File: config.mk
export PLATFORM = sky130hd
export DESIGN_NAME = pcileech_tx_arbiter_flat
export DESIGN_NICKNAME = d
export VERILOG_FILES = /design/src/rtl/pcileech_tx_arbiter_pkg.sv /design/src/rtl/pcileech_tx_arbiter_if.sv /design/src/rtl/pcileech_tx_arbiter_skid.sv /design/src/rtl/pcileech_tx_arbiter.sv /design/src/flat_wrapper.sv
export SDC_FILE = /design/constraint.sdc
export NUM_CORES = 1
export LEC_CHECK = 0
export ABC_CLOCK_PERIOD_IN_PS = 3800
export CAP_MARGIN = 20
export CORE_MARGIN = 3
export CORE_UTILIZATION = 48
export DETAILED_ROUTE_END_ITERATION = 6
export GPL_TIMING_DRIVEN = 0
export PLACE_DENSITY = 0.8
export SYNTH_ARGS = -nofsm -noshare
export SYNTH_HDL_FRONTEND = slang
export SYNTH_SLANG_ARGS = --single-unit
File: constraint.sdc
create_clock -name clk -period 3.8 [get_ports clk]
set_clock_uncertainty 0.05 [all_clocks]
set_input_delay 0.76 -clock clk [delete_from_list [all_inputs] [get_ports clk]]
set_output_delay 0.76 -clock clk [all_outputs]
set_load 0.02 [all_outputs]
File: src/rtl/pcileech_tx_arbiter_pkg.sv
// Shared types and helpers for the FPGA->host TX arbiter.
package pcileech_tx_arbiter_pkg;

  localparam int unsigned SRC_TLP  = 0;
  localparam int unsigned SRC_CFG  = 1;
  localparam int unsigned SRC_CORE = 2;
  localparam int unsigned SRC_LOOP = 3;

  localparam int unsigned DATA_W  = 32;
  localparam int unsigned SRC_W   = 2;
  localparam int unsigned MAX_SRC = 4;

  typedef enum logic {ARB_IDLE, ARB_LOCK} arb_state_t;

  typedef struct packed {
    logic [SRC_W-1:0]  src;
    logic [DATA_W-1:0] data;
    logic              last;
  } arb_word_t;

  // Returns {found, index} of the first requester at or after ptr, wrapping at n.
  function automatic logic [SRC_W:0] rr_pick(input logic [MAX_SRC-1:0] req,
                                             input logic [SRC_W-1:0]   ptr,
                                             input int unsigned        n);
    logic [SRC_W:0]   res;
    logic [SRC_W-1:0] idx;
    res = '0;
    for (int unsigned k = 0; k < MAX_SRC; k++) begin
      idx = SRC_W'((32'(ptr) + k) % n);
      if (k < n && !res[SRC_W] && req[idx]) res = {1'b1, idx};
    end
    return res;
  endfunction

endpackage

File: src/rtl/pcileech_tx_arbiter_if.sv
// Producer-side and com-side handshake bundle for the TX arbiter.
interface pcileech_tx_arbiter_if #(
  parameter int unsigned NUM_SRC = 3
);
  import pcileech_tx_arbiter_pkg::*;

  logic [NUM_SRC-1:0][DATA_W-1:0] src_data;
  logic [NUM_SRC-1:0]             src_valid;
  logic [NUM_SRC-1:0]             src_last;
  logic [NUM_SRC-1:0]             src_ready;
  logic [DATA_W-1:0]              out_data;
  logic [SRC_W-1:0]               out_src;
  logic                           out_last;
  logic                           out_valid;
  logic                           out_ready;

  modport master (
    input  src_data, src_valid, src_last, out_ready,
    output src_ready, out_data, out_src, out_last, out_valid
  );

  modport slave (
    output src_data, src_valid, src_last, out_ready,
    input  src_ready, out_data, out_src, out_last, out_valid
  );

endinterface

File: src/rtl/pcileech_tx_arbiter_skid.sv
// Two-entry registered skid buffer; in_ready depends only on occupancy.
module pcileech_tx_arbiter_skid
  import pcileech_tx_arbiter_pkg::*;
#(
  parameter int unsigned W = $bits(arb_word_t)
) (
  input  logic         clk,
  input  logic         rst,
  input  logic [W-1:0] in_data,
  input  logic         in_valid,
  output logic         in_ready,
  output logic [W-1:0] out_data,
  output logic         out_valid,
  input  logic         out_ready
);

  logic [W-1:0] mem [2];
  logic         wr_ptr;
  logic         rd_ptr;
  logic [1:0]   count;
  logic         push;
  logic         pop;

  assign in_ready  = (count != 2'd2);
  assign out_valid = (count != 2'd0);
  assign out_data  = mem[rd_ptr];
  assign push      = in_valid & in_ready;
  assign pop       = out_valid & out_ready;

  always_ff @(posedge clk) begin
    if (rst) begin
      mem[0] <= '0;
      mem[1] <= '0;
      wr_ptr <= 1'b0;
      rd_ptr <= 1'b0;
      count  <= '0;
    end else begin
      if (push) begin
        mem[wr_ptr] <= in_data;
        wr_ptr      <= ~wr_ptr;
      end
      if (pop) rd_ptr <= ~rd_ptr;
      case ({push, pop})
        2'b10:   count <= count + 2'd1;
        2'b01:   count <= count - 2'd1;
        default: count <= count;
      endcase
    end
  end

endmodule

File: src/rtl/pcileech_tx_arbiter.sv
// Packet-aware round-robin arbiter sharing the 32-bit com TX path between NUM_SRC producers.
module pcileech_tx_arbiter
  import pcileech_tx_arbiter_pkg::*;
#(
  parameter int unsigned NUM_SRC        = 3,
  parameter int unsigned PKTS_PER_GRANT = 4,
  parameter int unsigned STALL_TIMEOUT  = 1024
) (
  input  logic                  clk,
  input  logic                  rst,
  pcileech_tx_arbiter_if.master bus,
  output logic                  grant_active,
  output logic                  err_stall
);

  localparam int unsigned STALL_W = $clog2(STALL_TIMEOUT + 1);

  arb_state_t                       state;
  logic [SRC_W-1:0]                 grant;
  logic [SRC_W-1:0]                 rr_ptr;
  logic [7:0]                       pkt_cnt;
  logic [STALL_W-1:0]               stall_cnt;
  logic                             at_boundary;

  logic [MAX_SRC-1:0]               req;
  logic [MAX_SRC-1:0]               last_pad;
  logic [MAX_SRC-1:0][DATA_W-1:0]   data_pad;
  logic [MAX_SRC-1:0]               ready_pad;
  logic [SRC_W:0]                   pick;
  logic [SRC_W-1:0]                 next_rr;
  logic                             skid_ready;
  logic                             accept;
  logic                             others_waiting;
  logic                             limit_hit;
  arb_word_t                        skid_in;
  arb_word_t                        skid_out;

  // Pad per-source vectors to MAX_SRC so the grant index is always in range.
  always_comb begin
    req      = MAX_SRC'(bus.src_valid);
    last_pad = MAX_SRC'(bus.src_last);
    data_pad = (MAX_SRC * DATA_W)'(bus.src_data);
  end

  always_comb begin
    ready_pad        = '0;
    ready_pad[grant] = (state == ARB_LOCK) & skid_ready;
    bus.src_ready    = ready_pad[NUM_SRC-1:0];
  end

  assign pick           = rr_pick(req, rr_ptr, NUM_SRC);
  assign next_rr        = (32'(grant) + 32'd1 == NUM_SRC) ? '0 : grant + 1'b1;
  assign accept         = (state == ARB_LOCK) & skid_ready & req[grant];
  assign others_waiting = |(req & ~(MAX_SRC'(1) << grant));
  assign limit_hit      = (32'(pkt_cnt) + 32'd1 >= PKTS_PER_GRANT);

  always_comb begin
    skid_in.src  = grant;
    skid_in.data = data_pad[grant];
    skid_in.last = last_pad[grant];
  end

  pcileech_tx_arbiter_skid #(
    .W($bits(arb_word_t))
  ) u_skid (
    .clk      (clk),
    .rst      (rst),
    .in_data  (skid_in),
    .in_valid (accept),
    .in_ready (skid_ready),
    .out_data (skid_out),
    .out_valid(bus.out_valid),
    .out_ready(bus.out_ready)
  );

  assign bus.out_src  = skid_out.src;
  assign bus.out_data = skid_out.data;
  assign bus.out_last = skid_out.last;

  always_ff @(posedge clk) begin
    if (rst) begin
      state        <= ARB_IDLE;
      grant        <= '0;
      rr_ptr       <= '0;
      pkt_cnt      <= '0;
      stall_cnt    <= '0;
      at_boundary  <= 1'b1;
      grant_active <= 1'b0;
      err_stall    <= 1'b0;
    end else begin
      case (state)
        ARB_IDLE: begin
          if (pick[SRC_W]) begin
            grant        <= pick[SRC_W-1:0];
            pkt_cnt      <= '0;
            stall_cnt    <= '0;
            at_boundary  <= 1'b1;
            state        <= ARB_LOCK;
            grant_active <= 1'b1;
          end
        end
        ARB_LOCK: begin
          if (accept) begin
            stall_cnt   <= '0;
            at_boundary <= last_pad[grant];
            // At the per-grant limit only a competing requester forces rotation;
            // a lone requester restarts its count and keeps the lock.
            if (last_pad[grant]) begin
              if (limit_hit) begin
                pkt_cnt <= '0;
                if (others_waiting) begin
                  rr_ptr       <= next_rr;
                  state        <= ARB_IDLE;
                  grant_active <= 1'b0;
                end
              end else begin
                pkt_cnt <= pkt_cnt + 1'b1;
              end
            end
          end else if (!req[grant]) begin
            if (at_boundary) begin
              rr_ptr       <= next_rr;
              state        <= ARB_IDLE;
              grant_active <= 1'b0;
            end else begin
              if (32'(stall_cnt) + 32'd1 >= STALL_TIMEOUT) err_stall <= 1'b1;
              if (32'(stall_cnt) < STALL_TIMEOUT) stall_cnt <= stall_cnt + 1'b1;
            end
          end
        end
        default: state <= ARB_IDLE;
      endcase
    end
  end

endmodule

File: src/flat_wrapper.sv
// flat-port wrapper written by rule: the top's interface ports become plain ports
module pcileech_tx_arbiter_flat import pcileech_tx_arbiter_pkg::*;
#(
  parameter int unsigned NUM_SRC        = 3,
  parameter int unsigned PKTS_PER_GRANT = 4,
  parameter int unsigned STALL_TIMEOUT  = 1024
)
  (clk, rst, grant_active, err_stall, bus_src_data, bus_src_valid, bus_src_last, bus_out_ready, bus_src_ready, bus_out_data, bus_out_src, bus_out_last, bus_out_valid);
  pcileech_tx_arbiter_if #(.NUM_SRC(NUM_SRC)) bus_i ();
  input  logic clk;
  input  logic rst;
  output logic grant_active;
  output logic err_stall;
  input wire logic [$bits(bus_i.src_data)-1:0] bus_src_data;
  input wire logic [$bits(bus_i.src_valid)-1:0] bus_src_valid;
  input wire logic [$bits(bus_i.src_last)-1:0] bus_src_last;
  input wire logic [$bits(bus_i.out_ready)-1:0] bus_out_ready;
  output wire logic [$bits(bus_i.src_ready)-1:0] bus_src_ready;
  output wire logic [$bits(bus_i.out_data)-1:0] bus_out_data;
  output wire logic [$bits(bus_i.out_src)-1:0] bus_out_src;
  output wire logic [$bits(bus_i.out_last)-1:0] bus_out_last;
  output wire logic [$bits(bus_i.out_valid)-1:0] bus_out_valid;
  assign bus_i.src_data = bus_src_data;
  assign bus_i.src_valid = bus_src_valid;
  assign bus_i.src_last = bus_src_last;
  assign bus_i.out_ready = bus_out_ready;
  assign bus_src_ready = bus_i.src_ready;
  assign bus_out_data = bus_i.out_data;
  assign bus_out_src = bus_i.out_src;
  assign bus_out_last = bus_i.out_last;
  assign bus_out_valid = bus_i.out_valid;
  pcileech_tx_arbiter #(.NUM_SRC(NUM_SRC), .PKTS_PER_GRANT(PKTS_PER_GRANT), .STALL_TIMEOUT(STALL_TIMEOUT)) u_core (.clk(clk), .rst(rst), .bus(bus_i), .grant_active(grant_active), .err_stall(err_stall));
endmodule
# Word level (Yosys, flattened, before mapping)
# Memory sizes are Yosys's and may differ from the RTL's. A register that Yosys moved wholly into a read port is not among the register bits.
# Index checks and enable logic that the tools add are counted.
[classes]
bitwise_logic = 13
n_eq_ne = 18
div_mod_pow = 3
n_shift = 1
n_reduce_logical = 17
magnitude_cmp = 8
add_sub_neg = 10
muxes = 64
[op_table]
columns = ["operator", "n"]
rows = [
  ["binary-select mux 32 bit (select 2 bit)", 1],
  ["modulo 32 x 2 -> 32 bit, second input constant", 2],
  ["two-way mux 11 bit", 5],
  ["two-way mux 35 bit", 1],
  ["OR reduction 35 bit", 1],
  ["== test 32 x 2 -> 1 bit, second input constant", 1],
  ["greater-or-equal comparator 32 x 11 -> 1 bit, second input constant", 1],
  ["greater-or-equal comparator 32 x 3 -> 1 bit, second input constant", 1],
  ["modulo 2 x 2 -> 32 bit, second input constant", 1],
  ["two-way mux 32 bit", 1],
  ["two-way mux 8 bit", 4],
  ["two-way mux 1 bit", 30],
  ["one-hot mux 11 bit (2 select lines)", 1],
  ["!= test 3 bit, second input constant", 7],
  ["one-hot mux 8 bit (2 select lines)", 1],
  ["two-way mux 2 bit", 7],
  ["adder 11 x 1 -> 12 bit, second input constant", 1],
  ["< comparator 2 x 3 -> 1 bit, second input constant", 4],
  ["AND reduction 6 bit", 2],
  ["adder 11 x 1 -> 11 bit, second input constant", 1],
  ["< comparator 11 bit, second input constant", 1],
  ["binary-select mux 1 bit (select 2 bit)", 5],
  ["!= test 2 bit, second input constant", 5],
  ["adder 8 x 1 -> 9 bit, second input constant", 1],
  ["27 further kinds", 49],
]
[totals]
output_inout_bits = 41
wordCells = 146
input_bits = 105
mem_count = 1
mem_bits_rw = 70
ff_bits = 31
[mem_list]
columns = ["name", "words", "word_bits", "read_ports", "rd_clocked_by_memory_dff", "wr", "line_no", "source"]
rows = [
  ["u_core.u_skid.mem", 2, 35, 1, 1, 2, "pcileech_tx_arbiter_skid.sv:17", "logic [W-1:0] mem [2];"],
]

# Logic depth before layout (Yosys ltp)
# Gate-level depths: netlist of the first run.
[logic_depth]
word_depth = 12
depth_mapped = 8
ltp_nobuf = 7

# By module
# From an unflattened synthesis of the first run, not the netlist that was laid out.
[unflattened]
hier_cells = 547
hier_area_um2 = 5626.6
[modules_own_cells]
columns = ["mod", "seq_area_each_um2", "area_per_inst_um2", "cells_each", "instances"]
rows = [
  ["pcileech_tx_arbiter_skid", 2202.1, 3343.2, 250, 1],
  ["pcileech_tx_arbiter", 540.5, 2283.4, 297, 1],
]

# Worst setup path after synthesis of the first run
# No wires, ideal clock.
[synth_path]
path_kind = "input to register"
from = "input port bus_src_valid[2]"
to = "memory u_core.u_skid.mem[0][0] in the netlist's numbering (enable)"
path_stages = 4
arrival_ns = 2.975
setup_time_ns = 0.435
required_ns = 3.315
n_path_buf = 0
path_slack_ns = 0.340
path_cell_list = "nor2b_1 o221a_2 nand2_1 o21bai_1"
[synth_rtl]
columns = ["element", "line_no", "source"]
rows = [
  ["start, declared", "flat_wrapper.sv:15", "input wire logic [$bits(bus_i.src_valid)-1:0] bus_src_valid;"],
  ["end, declared", "pcileech_tx_arbiter_skid.sv:17", ""],
]

# Final worst setup path of the first run
[layout_path]
from = "register u_core.grant[1]"
to = "output port bus_src_ready[0]"
[layout_between]
elab_chain_len = 5
word_cells_on_any_way = 6
classes_between = "2 x order compare; 2 x mux; 1 x bitwise; 1 x reduce/logical"
[layout_lines]
columns = ["element", "line_no", "source"]
rows = [
  ["start, declared", "pcileech_tx_arbiter.sv:19", "logic [SRC_W-1:0] grant;"],
  ["start signal, assigned", "pcileech_tx_arbiter.sv:94", "grant <= pick[SRC_W-1:0];"],
  ["< comparator 2 x 3 -> 1 bit (not written as such) or greater-or-equal comparator 2 x 1 -> 1 bit (tied branches)", "pcileech_tx_arbiter.sv:47", "ready_pad[grant] = (state == ARB_LOCK) & skid_ready;"],
  ["logical AND 1 bit (not written as such)", "pcileech_tx_arbiter.sv:47", ""],
  ["two-way mux 1 bit (not written as such)", "pcileech_tx_arbiter.sv:47", ""],
  ["demux 1 bit (select 2 bit) (*)", "--", ""],
  ["bitwise AND 3 bit (no source line) (*)", "--", ""],
  ["end, declared", "flat_wrapper.sv:18", "output wire logic [$bits(bus_i.src_ready)-1:0] bus_src_ready;"],
]
# Mark *: on every way between the ends. The rest lies on a longest branch, timed or not.

==> key figures, run 1 <==
Timing
  – Final Hold Viols: 0
  – Slew Limit Headroom: 51.33%
  – Final Critical Period: 3.331 ns
  – Final setup vio count: 0
  – Final Cycle Share: 87.65%
  – RSZ-0062 raised after global routing: no
  – Final Slew Violations: 0
  – Worst setup margin: 0.4692 ns
  – Fmax: 300.2 MHz
  – Final setup TNS: 0 ns
  – Worst-Margin Slew: 0.7301 ns
  – Hold WS: 0.4018 ns

Worst setup path
  – CP startpoint kind: register
  – Critical path peak fanout: 10
  – Worst Setup Path Type: register to output pin
  – Crit path DAT: 2.52 ns
  – Req. time, crit path: 2.99 ns
  – CP endpoint kind: output pin

Floorplanning
  – Starting density of the core: 50.12%
  – Io pins: 146
  – Die Y: 110.5 µm
  – Die Width: 110.5 µm
  – # rows: 37
  – Die Area: 12210 µm²
  – Core ar.: 10460 µm²

Global route
  – Vias in the first global route: 4442
  – Grt ovf: 0
  – GRT Overall Usage: 22.52%
  – Global-route wire length before repair: 22600 µm
  – Largest net degree at the start of global routing: 36
  – Initial antenna violation count: 0

CTS
  – TritonCTS clock tree: built
  – Clock Tree Root: clkbuf_8
  – CTS Buffer Depth: 2
  – Max H-tree Level: 3
  – CTS resizes: 0
  – Number of hold buffers added after CTS: 0
  – Total CTS buffers: 9
  – Post-CTS Setup Inserts: 0
  – Clock latency on the worst-skew pair: 0.36 ns
  – Clk slew on worst S/H paths: 0.08 ns
  – # clock sinks: 102

Placement
  – Post-DP Area: 6909 µm²
  – DP Worst Slack: 0.5880 ns
  – Port-buffer cells: 144
  – DPL Wire Length: 10330 µm
  – Gpl congestion: 0.8970

Yosys
  – Yosys warning count: 0
  – Syn Inst Count: 502
  – Synth Flop Type: edfxtp_1
  – Seq cells post-synth: 102
  – Post-synthesis sequential area ratio: 52.30%
  – Post-synthesis average cell area: 10.45 µm²
  – Post-synth top cells: 113 x nor2_1, 70 x edfxtp_1, 50 x a21oi_1
  – Synth area leaders: edfxtp_1 40%, dfxtp_1 12%, nor2_1 8.1%, mux2_2 7.9%, mux2i_1 6.9%
  – Syn_nets: 614
  – Synthesized area: 5244 µm²
  – Yosys top cell by area: edfxtp_1
  – Post-synth EDFFs: 70
  – Most frequent cell after synthesis: nor2_1
  – Post-synth ARST share: 0%
  – Synth top area share: 40.09%
  – Post-synth cell types: 54

Finish
  – Ant diodes: 0
  – Final #Nets: 771
  – Cell area after layout: 7099 µm²
  – Synth-to-Final Area Change: 35.39%
  – Share of cells above drive strength 1: 11.14%

Drt
  – Drc violations: 0
  – Pre-antenna DRT Iters: 5
  – Iter 0 DRT Violations: 285
  – Via density: 5.555
  – Total routed wirelength: 14000 µm
  – Final ANT Viol Nets: 0
  – WL per Instance: 17.50 µm
  – Vias: 4444

Power and ir drop
  – VDD IR max: 0.0002476 V
  – Pleak: 2.551 nW
  – PD cells: 429.4 nW/µm²
  – PnR Total Power: 3.049 mW

Hold path
  – Worst hold path class: register to register

Status
  – Status: completed

Flow run
  – Max-cap violations: 0
## per-layer routing
| metal | up-vias | wire length (µm) | track usage [%] |
|---|---|---|---|
| met4 | 0 | 207 | 7.061 |
| met2 | 183 | 6881 | 38.55 |
| met1 | 2122 | 5991 | 28.39 |
| met3 | 16 | 919 | 4.986 |
| li1 | 2123 | - | - |
| met5 | - | 0 | 0 |
## worst paths after layout
kind / depth (start not counted) / to / slack [ns] / start
setup reg to reg: 8 / u_core.u_skid.mem[0][8]$_SDFFCE_PN0P_ / 1.37 / u_core.grant[0]$_SDFFE_PP0P_
hold / removal: 2 / u_core.err_stall$_SDFFE_PP0P_ / 0.40 / u_core.err_stall$_SDFFE_PP0P_
setup / recovery: 4 / bus_src_ready[0] / 0.47 / u_core.grant[1]$_SDFFE_PP0P_
hold reg to reg: 2 / u_core.err_stall$_SDFFE_PP0P_ / 0.40 / u_core.err_stall$_SDFFE_PP0P_
## logic make-up after synthesis
family	synth area share, %
XOR/XNOR	0.6682
flip-flops	52.30
adder cells (fa/ha/maj)	2.076
AO/OA/AOI/OAI	10.52
AND/OR/NAND/NOR	16.46
multiplexers	14.82
buffers and inverters	3.149
## critical path, stage by stage, from the launching register on
cell and delay (ns):
dfxtp_1 0.47, clkbuf_1 0.52, clkbuf_1 0.47, nor3_1 0.13
clkdlybuf4s50_1 0.57
## layout by cell type, fill, tap and decap left out, types with 2 or more instances in the layout
| cell type | Yosys | layout |
|---|---|---|
| nor3_1 | 9 | 9 |
| dfxtp_1 | 32 | 32 |
| and3_1 | 3 | 3 |
| a21oi_1 | 50 | 50 |
| xnor2_1 | 2 | 2 |
| inv_1 | 12 | 12 |
| a311oi_1 | 6 | 6 |
| clkdlybuf4s50_1 | 0 | 144 |
| nand4b_1 | 3 | 3 |
| o211ai_1 | 4 | 4 |
| mux2_2 | 37 | 37 |
| xor2_1 | 2 | 2 |
| clkinvlp_4 | 0 | 2 |
| o311ai_0 | 2 | 2 |
| nand3_1 | 6 | 6 |
| nor2_1 | 113 | 113 |
| o21ai_0 | 6 | 6 |
| ha_1 | 7 | 7 |
| nand2_1 | 19 | 19 |
| edfxtp_1 | 70 | 70 |
| nand3b_1 | 2 | 2 |
| buf_2 | 9 | 9 |
| buf_1 | 6 | 6 |
| nand4_1 | 3 | 3 |
| or3_1 | 4 | 4 |
| clkbuf_1 | 14 | 16 |
| nor3_2 | 2 | 2 |
| o2111ai_1 | 2 | 2 |
| nand2b_1 | 6 | 5 |
| mux2i_1 | 36 | 36 |
| and3b_1 | 2 | 2 |
| buf_12 | 0 | 2 |
| and2_1 | 8 | 8 |
| clkbuf_8 | 0 | 9 |
| nor2b_1 | 2 | 2 |
## layout make-up
cell class	instances	area [µm²]
clock inverters	5	58.81
multi-input cells	359	2350
well taps	136	170.2
clock buffers	11	131.4
inverters	12	45.04
flip-flops and latches	102	2743
repair buffers	146	1481
plain buffers	29	120.1
fillers	826	3363
## state kept, by name, summed over array words and instances (netlist names), named ones only
register / flops
u_core.err_stall: 1
u_core.grant: 2
u_core.u_skid.mem: 70
u_core.stall_cnt: 11
u_core.pkt_cnt: 8
u_core.rr_ptr: 2
u_core.grant_active: 1
u_core.state: 1
u_core.u_skid.count: 2
u_core.u_skid.wr_ptr: 1
u_core.u_skid.rd_ptr: 1
u_core.at_boundary: 1
## stage by stage
step | utilization [%] | cells
after floorplan | - | 502
after global placement | 65.52 | 782
after detailed placement | 66.04 | 784
after CTS | 67.85 | 800
after global routing | 67.85 | 800
final | 67.85 | 800
## power by group
group / switching, mW / leakage, nW / internal [mW]
clock network: 0.360 / 0.0899 / 0.307
registers: 0.0367 / 0.989 / 1.28
logic: 0.549 / 1.47 / 0.517
total: 0.946 / 2.55 / 2.10
No activity file was read; power rests on OpenSTA's default activity.
==> inputs of run 2 (changes only) <==
--- a/config.mk
+++ b/config.mk
@@ -12,6 +12,7 @@
 export DETAILED_ROUTE_END_ITERATION = 6
 export GPL_TIMING_DRIVEN = 0
 export PLACE_DENSITY = 0.8
+export SLEW_MARGIN = 20
 export SYNTH_ARGS = -nofsm -noshare
 export SYNTH_HDL_FRONTEND = slang
 export SYNTH_SLANG_ARGS = --single-unit
==> run 2 against run 1 <==
Critical path depth unchanged. First-iteration DRC count decreased by 25%. Non-clock buffer count unchanged. Die area unchanged. Total power decreased by 1.0%. Sequential power about the same. Global-route usage increased by 0.24 points. Worst hold slack got worse by 0.0025 ns. Register-to-register slack got worse by 0.10 ns. Cell count unchanged. Critical endpoint is now bus_out_data[30].
==> key figures, run 2 (synthesis gave the netlist of run 1 again) <==
Worst setup path
  – Max incr delay on CP: 0.55 ns (-0.02 ns)
  – Family with the most delay on the worst path: buffers and inverters
  – CP endpoint kind: output pin
  – Req. time, crit path: 2.99 ns (about the same)
  – CP startpoint kind: register
  – Worst path bufs/invs: 3 (unchanged)
  – CP Cell Sequence: clkbuf_1, buf_1, mux2_2, clkdlybuf4s50_1
  – Worst Setup Path Type: register to output pin
  – Critical path peak fanout: 10 (unchanged)
  – Crit path DAT: 2.54 ns (+0.02 ns)
  – Slowest cell on crit path: clkdlybuf4s50_1

Finish
  – Max reg flops: 70 (unchanged)
  – Share of cells above drive strength 1: 11.45% (+0.30 points)
  – Top Registers: u_core.u_skid.mem: 70 flops, u_core.stall_cnt: 11 flops, u_core.pkt_cnt: 8 flops
  – Commonest non-fill, non-tap cells in the layout: 144 x clkdlybuf4s50_1, 113 x nor2_1, 70 x edfxtp_1
  – Synth-to-Final Area Change: 35.39% (unchanged)
  – Ant diodes: 0 (unchanged)
  – Largest Register: u_core.u_skid.mem
  – Commonest non-fill, non-tap cell in the layout: clkdlybuf4s50_1
  – Final #Nets: 771 (unchanged)

Drt
  – Pre-antenna DRT Iters: 5 (unchanged)
  – Iter 0 DRT Violations: 215 (-25%)
  – Vias: 4447 (+0.068%)
  – Final ANT Viol Nets: 0 (unchanged)
  – Total routed wirelength: 13990 µm (about the same)
  – Drc violations: 0 (unchanged)
  – Via density: 5.559 (about the same)
  – WL per Instance: 17.49 µm (about the same)

Power and ir drop
  – VDD IR max: 0.0002287 V (-7.6%)
  – PD cells: 425.1 nW/µm² (-1.0%)
  – Pleak: 2.555 nW (+0.15%)

CTS
  – CTS resizes: 0 (unchanged)
  – Total CTS buffers: 9 (unchanged)
  – CTS Buffer Depth: 2 (unchanged)
  – Clock latency on the worst-skew pair: 0.36 ns (about the same)
  – # clock sinks: 102 (unchanged)
  – TritonCTS clock tree: built
  – Clk slew on worst S/H paths: 0.09 ns (about the same)
  – Post-CTS Setup Inserts: 0 (unchanged)
  – Clock Tree Root: clkbuf_8
  – Number of hold buffers added after CTS: 0 (unchanged)
  – Max H-tree Level: 3 (unchanged)

Timing
  – Final setup TNS: 0 ns (unchanged)
  – Final setup vio count: 0 (unchanged)
  – Final Slew Violations: 0 (unchanged)
  – Fmax: 298.3 MHz (-0.65%)
  – Final Hold Viols: 0 (unchanged)
  – Final Critical Period: 3.353 ns (+0.02187 ns)
  – Worst-Margin Slew: 0.7135 ns (-0.01654 ns)
  – RSZ-0062 raised after global routing: no
  – Slew Limit Headroom: 52.43% (+1.1 points)
  – Final Cycle Share: 88.23% (+0.58 points)
  – Hold WS: 0.3993 ns (-0.002489 ns)

Global route
  – Initial antenna violation count: 0 (unchanged)
  – GRT Overall Usage: 22.76% (+0.24 points)
  – Global-route wire length before repair: 22860 µm (+1.2%)
  – Grt ovf: 0 (unchanged)
  – Vias in the first global route: 4497 (+1.2%)
  – Largest net degree at the start of global routing: 29 (-19%)

Floorplanning
  – Starting density of the core: 50.12% (unchanged)
  – Die Width: 110.5 µm (unchanged)
  – Core ar.: 10460 µm² (unchanged)
  – Die Y: 110.5 µm (unchanged)
  – Die Area: 12210 µm² (unchanged)
  – # rows: 37 (unchanged)
  – Io pins: 146 (unchanged)

Status
  – Status: completed

Flow run
  – Max-cap violations: 0 (unchanged)

Placement
  – Gpl congestion: 0.8970 (unchanged)
  – Port-buffer cells: 144 (unchanged)
  – DPL Wire Length: 10480 µm (+1.4%)

Hold path
  – Worst hold path class: register to register
[run 2: cell count changes in the layout (fill, tap and decap cells not counted), sizes merged]
cell / before / now
bufinv: 1 / 0
clkbuf: 25 / 24
clkinv: 1 / 2
inv: 13 / 14
[run 2: worst min-delay path, cell delays in order (launching register included)]
cell	delay, ns
dfxtp_1	0.31
inv_1	0.05
a21oi_1	0.05
[run 2: per-layer routing]
layer	GRT usage [%]	part of all wire, %
met1	28.86	43
met2	39.04	49
met3	4.493	5.9
met4	7.389	1.8
met5	0	0
[run 2: path summary, 6_finish.rpt]
kind              cells after the start  slack (ns)                                      to                          start
setup / recovery                      4        0.45                        bus_out_data[30]                       register
setup reg to reg                      5        1.27  u_core.u_skid.mem[1][14]$_SDFFCE_PN0P_        u_core.state$_SDFF_PP0_
hold reg to reg                       2        0.40           u_core.err_stall$_SDFFE_PP0P_  u_core.err_stall$_SDFFE_PP0P_
hold / removal                        2        0.40           u_core.err_stall$_SDFFE_PP0P_  u_core.err_stall$_SDFFE_PP0P_
[run 2: cell type report]
class	instances	area [µm²]
clock buffers	10	137.6
clock inverters	6	45.04
multi-input cells	359	2350
well taps	136	170.2
inverters	12	45.04
plain buffers	29	120.1
repair buffers	146	1489
flip-flops and latches	102	2743
fillers	832	3363
[run 2: through the flow]
| stage | worst slack (ns) | util [%] | area, µm² | std cells | power, mW |
|---|---|---|---|---|---|
| 2_1_floorplan | 0.3405 | - | 5244 | 502 | 1.942 |
| 3_3_place_gp | -1.449 | 65.52 | 6855 | 782 | 2.374 |
| 3_5_place_dp | 0.4775 | 66.11 | 6917 | 784 | 2.408 |
| 4_1_cts | 0.4167 | 67.85 | 7099 | 800 | 3.035 |
| 5_1_grt | 0.3148 | 67.85 | 7099 | 800 | 3.154 |
| 6_report | 0.4474 | 67.85 | 7099 | 800 | 3.018 |
[run 2: power breakdown]
| part | switching (mW) | internal (mW) | total (mW) |
|---|---|---|---|
| sequential | 0.0364 | 1.28 | 1.32 |
| clock | 0.375 | 0.261 | 0.636 |
| combinational | 0.547 | 0.519 | 1.07 |
| total | 0.959 | 2.06 | 3.02 |
